[src/rtl/dual_issue_unit.sv]
// dual_issue_unit: steers fetched instruction pairs to even/odd pipes, splitting pairs on register or structural hazards.
module dual_issue_unit #(
  parameter int WORD = 32,
  parameter int CNTW = 32
) (
  input  logic            clk,
  input  logic            reset,
  input  logic [WORD-1:0] instr1,
  input  logic [WORD-1:0] instr2,
  input  logic            instr1_odd,
  input  logic            instr2_odd,
  input  logic            hold,
  input  logic            flush,
  output logic            dep_stall_instr2,
  output logic [WORD-1:0] even_instr,
  output logic            even_valid,
  output logic [WORD-1:0] odd_instr,
  output logic            odd_valid,
  output logic [CNTW-1:0] split_count
);
  typedef enum logic [1:0] {START, PAIR, SECOND} state_t;
  localparam logic [WORD-1:0] even_nop = WORD'(32'h4020_0000);
  localparam logic [WORD-1:0] odd_nop  = WORD'(32'h0020_0000);
  state_t state;
  logic [WORD-1:0] cap;
  logic cap_odd;
  logic nop1, nop2, raw, split, pair_go, sec_go, iss1, iss2;
  logic e1, e2, e3, o1, o2, o3;
  // Bit 0 of the big-endian encoding is the MSB, so opcode [0:10] sits at the top.
  assign nop1 = instr1[WORD-1 -: 11] == 11'b01000000001 || instr1[WORD-1 -: 11] == 11'b00000000001;
  assign nop2 = instr2[WORD-1 -: 11] == 11'b01000000001 || instr2[WORD-1 -: 11] == 11'b00000000001;
  assign raw = instr1[6:0] == instr2[WORD-12 -: 7] || instr1[6:0] == instr2[WORD-19 -: 7]
            || instr1[6:0] == instr2[6:0];
  assign split = !nop1 && !nop2 && (raw || instr1_odd == instr2_odd);
  assign pair_go = state == PAIR && !flush && !hold;
  assign sec_go = state == SECOND && !flush && !hold;
  assign iss1 = pair_go && !nop1;
  assign iss2 = pair_go && !nop2 && !split;
  assign e1 = iss1 && !instr1_odd;
  assign e2 = iss2 && !instr2_odd;
  assign e3 = sec_go && !cap_odd;
  assign o1 = iss1 && instr1_odd;
  assign o2 = iss2 && instr2_odd;
  assign o3 = sec_go && cap_odd;
  assign dep_stall_instr2 = !flush && ((state == PAIR && (hold || split)) || (state == SECOND && hold));
  always_ff @(posedge clk) begin
    if (reset) begin
      state <= START;
      even_valid <= 1'b0;
      odd_valid <= 1'b0;
      even_instr <= even_nop;
      odd_instr <= odd_nop;
      split_count <= '0;
      cap <= '0;
      cap_odd <= 1'b0;
    end else begin
      even_valid <= e1 || e2 || e3;
      odd_valid <= o1 || o2 || o3;
      even_instr <= e1 ? instr1 : e2 ? instr2 : e3 ? cap : even_nop;
      odd_instr <= o1 ? instr1 : o2 ? instr2 : o3 ? cap : odd_nop;
      state <= state == START ? PAIR : flush ? START : state == PAIR ? (hold || !split ? PAIR : SECOND)
             : hold ? SECOND : PAIR;
      if (pair_go && split) begin
        cap <= instr2;
        cap_odd <= instr2_odd;
        if (split_count != '1) split_count <= split_count + CNTW'(1);
      end
    end
  end
endmodule

[config.mk]
export PLATFORM = sky130hd
export DESIGN_NAME = dual_issue_unit
export DESIGN_NICKNAME = d
export VERILOG_FILES = /design/src/rtl/dual_issue_unit.sv
export SDC_FILE = /design/constraint.sdc
export NUM_CORES = 1
export LEC_CHECK = 0
export BUFFER_PORTS_ARGS = -buffer_cell sky130_fd_sc_hd__buf_2
export CAP_MARGIN = 10
export CORE_MARGIN = 10
export CORE_UTILIZATION = 52
export DETAILED_ROUTE_END_ITERATION = 10
export PLACE_DENSITY_LB_ADDON = 0.08
export SKIP_CTS_REPAIR_TIMING = 1
export SYNTH_ARGS = -nofsm -noshare
export SYNTH_HDL_FRONTEND = slang
export SYNTH_SLANG_ARGS = --single-unit
[constraint.sdc]
create_clock -name clk -period 2.6 [get_ports clk]
set_input_delay 0.13 -clock clk [delete_from_list [all_inputs] [get_ports clk]]
set_output_delay 0.13 -clock clk [all_outputs]
set_load 0.01 [all_outputs]
[Word-level counts from Yosys, hierarchy flattened]
Index checks and enable logic that the tools add are counted.
Widths: inputs -> output; s select.
Operators by class
  reduce and logical (&&, ||, !) cells: 42
  multiplexer cells: 11
  $add $sub $neg: 1
  eq/ne operators: 11
Operator list (count)
  $mux 32: 6
  $add 32x1->32 const B: 1
  $ne 32x32->1 const B: 1
  $eq 11x1->1 const B: 2
  $eq 11x10->1 const B: 2
  $eq 7x7->1: 3
  $logic_and 1x1->1: 19
  $logic_or 1x1->1: 12
  $logic_not 1->1: 8
  $mux 2: 3
  $reduce_or 3->1: 1
  $eq 2x1->1 const B: 1
  $eq 2x2->1 const B: 1
  $logic_not 2->1: 1
  $mux 1: 2
  $reduce_and 2->1: 1
  $eq 1x1->1: 1
Word-level totals
  bits in registers: 133

[Longest topological paths before layout]
  depth in word-level cells: 11
  mapped depth: 10

[Worst setup path after synthesis]
OpenSTA, ideal clock, no wires.
  path type: register to register
  start point: reg split_count[12]
  end point: reg split_count[7]
  arrival: 2092 ps
  data required time: 2479 ps
  setup slack: 387 ps
  stages on the path, launching flop included: 8
  buffers on the path: 0
  setup time: 121 ps
  path through: dfxtp_1 -> nand4_2 -> or4_4 -> nor4_4 -> or2_2 -> nor2_2 -> and3_1 -> mux2_4
On the way
  longest elaborated chain between the ends: 2
Ends and longest elaborated chain
  from (decl): RTL line 19  | output logic [CNTW-1:0] split_count
  from (signal assigned): RTL line 66  | if (split_count != '1) split_count <= split_count + CNTW'(1);
  $ne 32x32->1: RTL line 66
  $reduce_and 2->1 (no source line)
Every way passes these cells.
A chain may end at the register's enable or synchronous reset.

[Worst setup path after layout]
  start point: reg split_count[7]
  end point: reg split_count[20]
On the way
  longest elaborated chain between the ends: 2
  elaborated cells between the ends (all ways): 3
Ends and longest elaborated chain
  branches (longest 2 deep; another with $add 32x1->32)
Several ways; the timed one is not identified.

==> flow_metrics.env <==
export IMPL_ys_seq_elements=133
export IMPL_cp_cell_sequence="and4_1 > nand4_1 > nor4b_1 > nand2_1 > or4_1 > a21oi_1"
export IMPL_period_share_pct=91.3
export IMPL_ys_top_cells_by_area="dfxtp_1, nor2_1, mux2i_1, a221oi_1, a222oi_1"
export IMPL_utilization_pct=68.9
export IMPL_hp_class="input pin to register"
export IMPL_pwr_share_clk_pct=53.0
export IMPL_cts_root_buf="clkbuf_16"
export IMPL_synthFlopType="dfxtp_1"
export IMPL_criticalPathCategory="register to register"
export IMPL_grt_pass1_vias=5778
export IMPL_io_buffers=168
export IMPL_start_util_pct=53.7
export IMPL_drv_cap=0
export IMPL_synth_simple_area_share_pct=23.1
export IMPL_routed_wl_mm=18.9
export IMPL_fp_dieH_um=126
export IMPL_clockBufferDepth=2
export IMPL_cts_buffers=17
export IMPL_syn_to_final_growth_pct=28.4
export IMPL_rows=38
export IMPL_postRouteAntennaNets=0
export IMPL_r2r_slack_ps=230
export IMPL_synth_common_cells="dfxtp_1, nor2_1, clkbuf_1"
export IMPL_holdPathStages=3
export IMPL_synth_top_family_by_area="simple AND/OR/NAND/NOR gates"
export IMPL_grt_pass1_wl_mm=30.3
export IMPL_cp_end_kind="register"
export IMPL_first_pass_iters=8
export IMPL_syn_inst=655
export IMPL_synth_compound_area_share_pct=15.3
export IMPL_whs_ps=-25.1
export IMPL_tritoncts="yes"
export IMPL_ios=169
export IMPL_clock_latency_ps=420
export IMPL_vias=5748
export IMPL_cts_sinks=133
export IMPL_vias_per_cell=5.98
export IMPL_required_ps=2940
export IMPL_grt_total_usage_pct=22.9
export IMPL_synthXorXnorAreaFrac_pct=4.48
export IMPL_max_stage_delay_ps=480
export IMPL_pwr_share_seq_pct=39.9
export IMPL_stdcell_count=962
export IMPL_insertedDiodeCount=0
export IMPL_path_clk_slew_ps=60
export IMPL_combPwrFrac_pct=7.1
export IMPL_p_sw_share_pct=22.0
export IMPL_nNetsFinal=880
export IMPL_overflow=0
export IMPL_ys_types=50
export IMPL_die_area_um2=15900
export IMPL_rsz0062_at_grt="no"
export IMPL_synthesis_nets=726
export IMPL_cp_arrival_ps=2710
export IMPL_p_sw_mw=1.15
export IMPL_clock_skew_ps=5.41
export IMPL_drt_iter0_drc=676
export IMPL_synth_mux_area_share_pct=6.91
export IMPL_grt_max_degree=81
export IMPL_core_area_um2=10900
export IMPL_cp_max_fo=11
export IMPL_synthAdderAreaFrac_pct=0.213
export IMPL_r2r_start="split_count[7]$_SDFFE_PP0P_"
export IMPL_synth_most_common_cell="dfxtp_1"
export IMPL_syn_area_per_cell_um2=8.96
export IMPL_drc=0
export IMPL_p_leak_nw=3.09
export IMPL_drive_gt1_share_pct=29.2
export IMPL_fillers=903
export IMPL_htreeDepth=4
export IMPL_reg2regPathDepth=6
export IMPL_startpoint_type="register"
export IMPL_p_total_mw=5.23
export IMPL_synth_area_um2=5870
export IMPL_worstHoldEndpoint="odd_instr[13]$_SDFF_PP0_"
export IMPL_yosysWarnings=0
export IMPL_hold_viol_final=5
export IMPL_slew_violations=0
export IMPL_ys_seq_area_share_pct=45.4
export IMPL_synth_top_area_share_pct=45.4
export IMPL_violations="negative hold slack"
export IMPL_ir_drop_mv=0.531
export IMPL_status="finished, violations left"
export IMPL_dp_hpwl_mm=13.0
export IMPL_slew_headroom_pct=45.8
export IMPL_synth_edf_count=0
export IMPL_worstMarginPinSlew_ps=813
export IMPL_synthArstFlopShare_pct=0
export IMPL_cp_slowest_cell="nor4b_1"
export IMPL_post_drt_wl_per_cell_um=19.7
export IMPL_p_per_area_nw_per_um2=694
export IMPL_internal_power_mw=4.08
export IMPL_setup_violations=0
export IMPL_dpl_cell_count=928
export IMPL_fin_tns_setup_ps=0
export IMPL_gp_congestion=0.882
export IMPL_antenna_found_initial=1
export IMPL_fmax_ghz=0.421
export IMPL_min_period_ps=2370
export IMPL_synth_top_area_cell="dfxtp_1"
export IMPL_min_from="instr1[13]"
export IMPL_reg2reg_to="split_count[20]$_SDFFE_PP0P_"
export IMPL_die_w_um=126
-- logic make-up after synthesis --
kind of cell,after synthesis
and+or+nand+nor,268
xor gates and xnor gates,30
AOI/OAI and AO/OA,123
muxes,39
DFF,133
adders and majority gates,1
buffers and inverters,61
-- cell usage in the layout, fill, tap and decap left out, types with 8 or more instances in the layout --
cell | netlist | layout
buf_2 | 5 | 167
dfxtp_1 | 133 | 133
nor2_1 | 105 | 103
nor3_1 | 33 | 33
mux2i_1 | 33 | 33
a21oi_1 | 33 | 32
a221oi_1 | 28 | 28
nand2_1 | 27 | 27
buf_4 | 4 | 19
nand3_1 | 18 | 18
nand4_1 | 18 | 18
a222oi_1 | 18 | 18
clkbuf_16 | 0 | 17
xnor2_1 | 16 | 16
a22oi_1 | 15 | 15
xor2_1 | 14 | 14
or3_1 | 10 | 10
o31ai_1 | 8 | 8
and3_1 | 8 | 8
or4_1 | 8 | 8
-- power groups by stage --
stage / combinational [mW] / sequential [mW] / clock, mW
final: 0.370 / 2.09 / 2.77
after global routing: 0.403 / 2.09 / 2.89
after CTS: 0.363 / 2.09 / 2.79
after detailed placement: 0.359 / 2.13 / 0
after global placement: 0.351 / 2.13 / 0
after floorplan: 0.187 / 2.14 / 0
-- worst max-delay path: cells and delay by family (launching register included) --
kind	cells	cell delay (ps)
flip-flops	1	400
AND/OR/NAND/NOR	5	1730
AO/OA/AOI/OAI	1	150
-- sequential cells by signal, indices dropped and copies added (netlist names) --
name and flops:
even_instr 32, odd_instr 32, odd_valid 1, state 2, even_valid 1, split_count 32, cap_odd 1, cap 32
-- routing by layer --
metal | vias to the layer above | wire, µm | global-route usage, %
met4 | 0 | 383 | 8.51
met5 | - | 0 | 0
li1 | 2718 | - | -
met2 | 251 | 9260 | 38.2
met3 | 32 | 1560 | 7.89
met1 | 2747 | 7710 | 26.6
-- worst max path at each step --
stage | start | end | slack, ps | cells past startpoint
2_1_floorplan | split_count[12]$_SDFFE_PP0P_ | split_count[7]$_SDFFE_PP0P_ | 390 | 7
3_3_place_gp | split_count[12]$_SDFFE_PP0P_ | split_count[17]$_SDFFE_PP0P_ | 250 | 7
3_5_place_dp | split_count[12]$_SDFFE_PP0P_ | split_count[17]$_SDFFE_PP0P_ | 180 | 7
4_1_cts | split_count[12]$_SDFFE_PP0P_ | split_count[17]$_SDFFE_PP0P_ | 160 | 7
5_1_grt | state[0]$_SDFF_PP0_ | split_count[20]$_SDFFE_PP0P_ | 10 | 7
6_report | split_count[7]$_SDFFE_PP0P_ | split_count[20]$_SDFFE_PP0P_ | 230 | 6
-- cell type report --
cell class	count	area (µm²)	area share, %
Clock buffer	20	467	6.19
Clock inverter	12	224	2.97
Inverter	7	26.3	0.349
Multi-Input combinational cell	461	2960	39.3
Sequential cell	133	2660	35.3
Tap cell	140	175	2.32
Timing Repair Buffer	189	1020	13.5
-- metrics by stage --
step,setup slack [ps],cell area [µm²]
after floorplan,387,5870
after global placement,255,6820
after detailed placement,183,6820
after CTS,161,7510
after global routing,9.61,7540
final,227,7540
No activity file was read; power rests on OpenSTA's default activity.
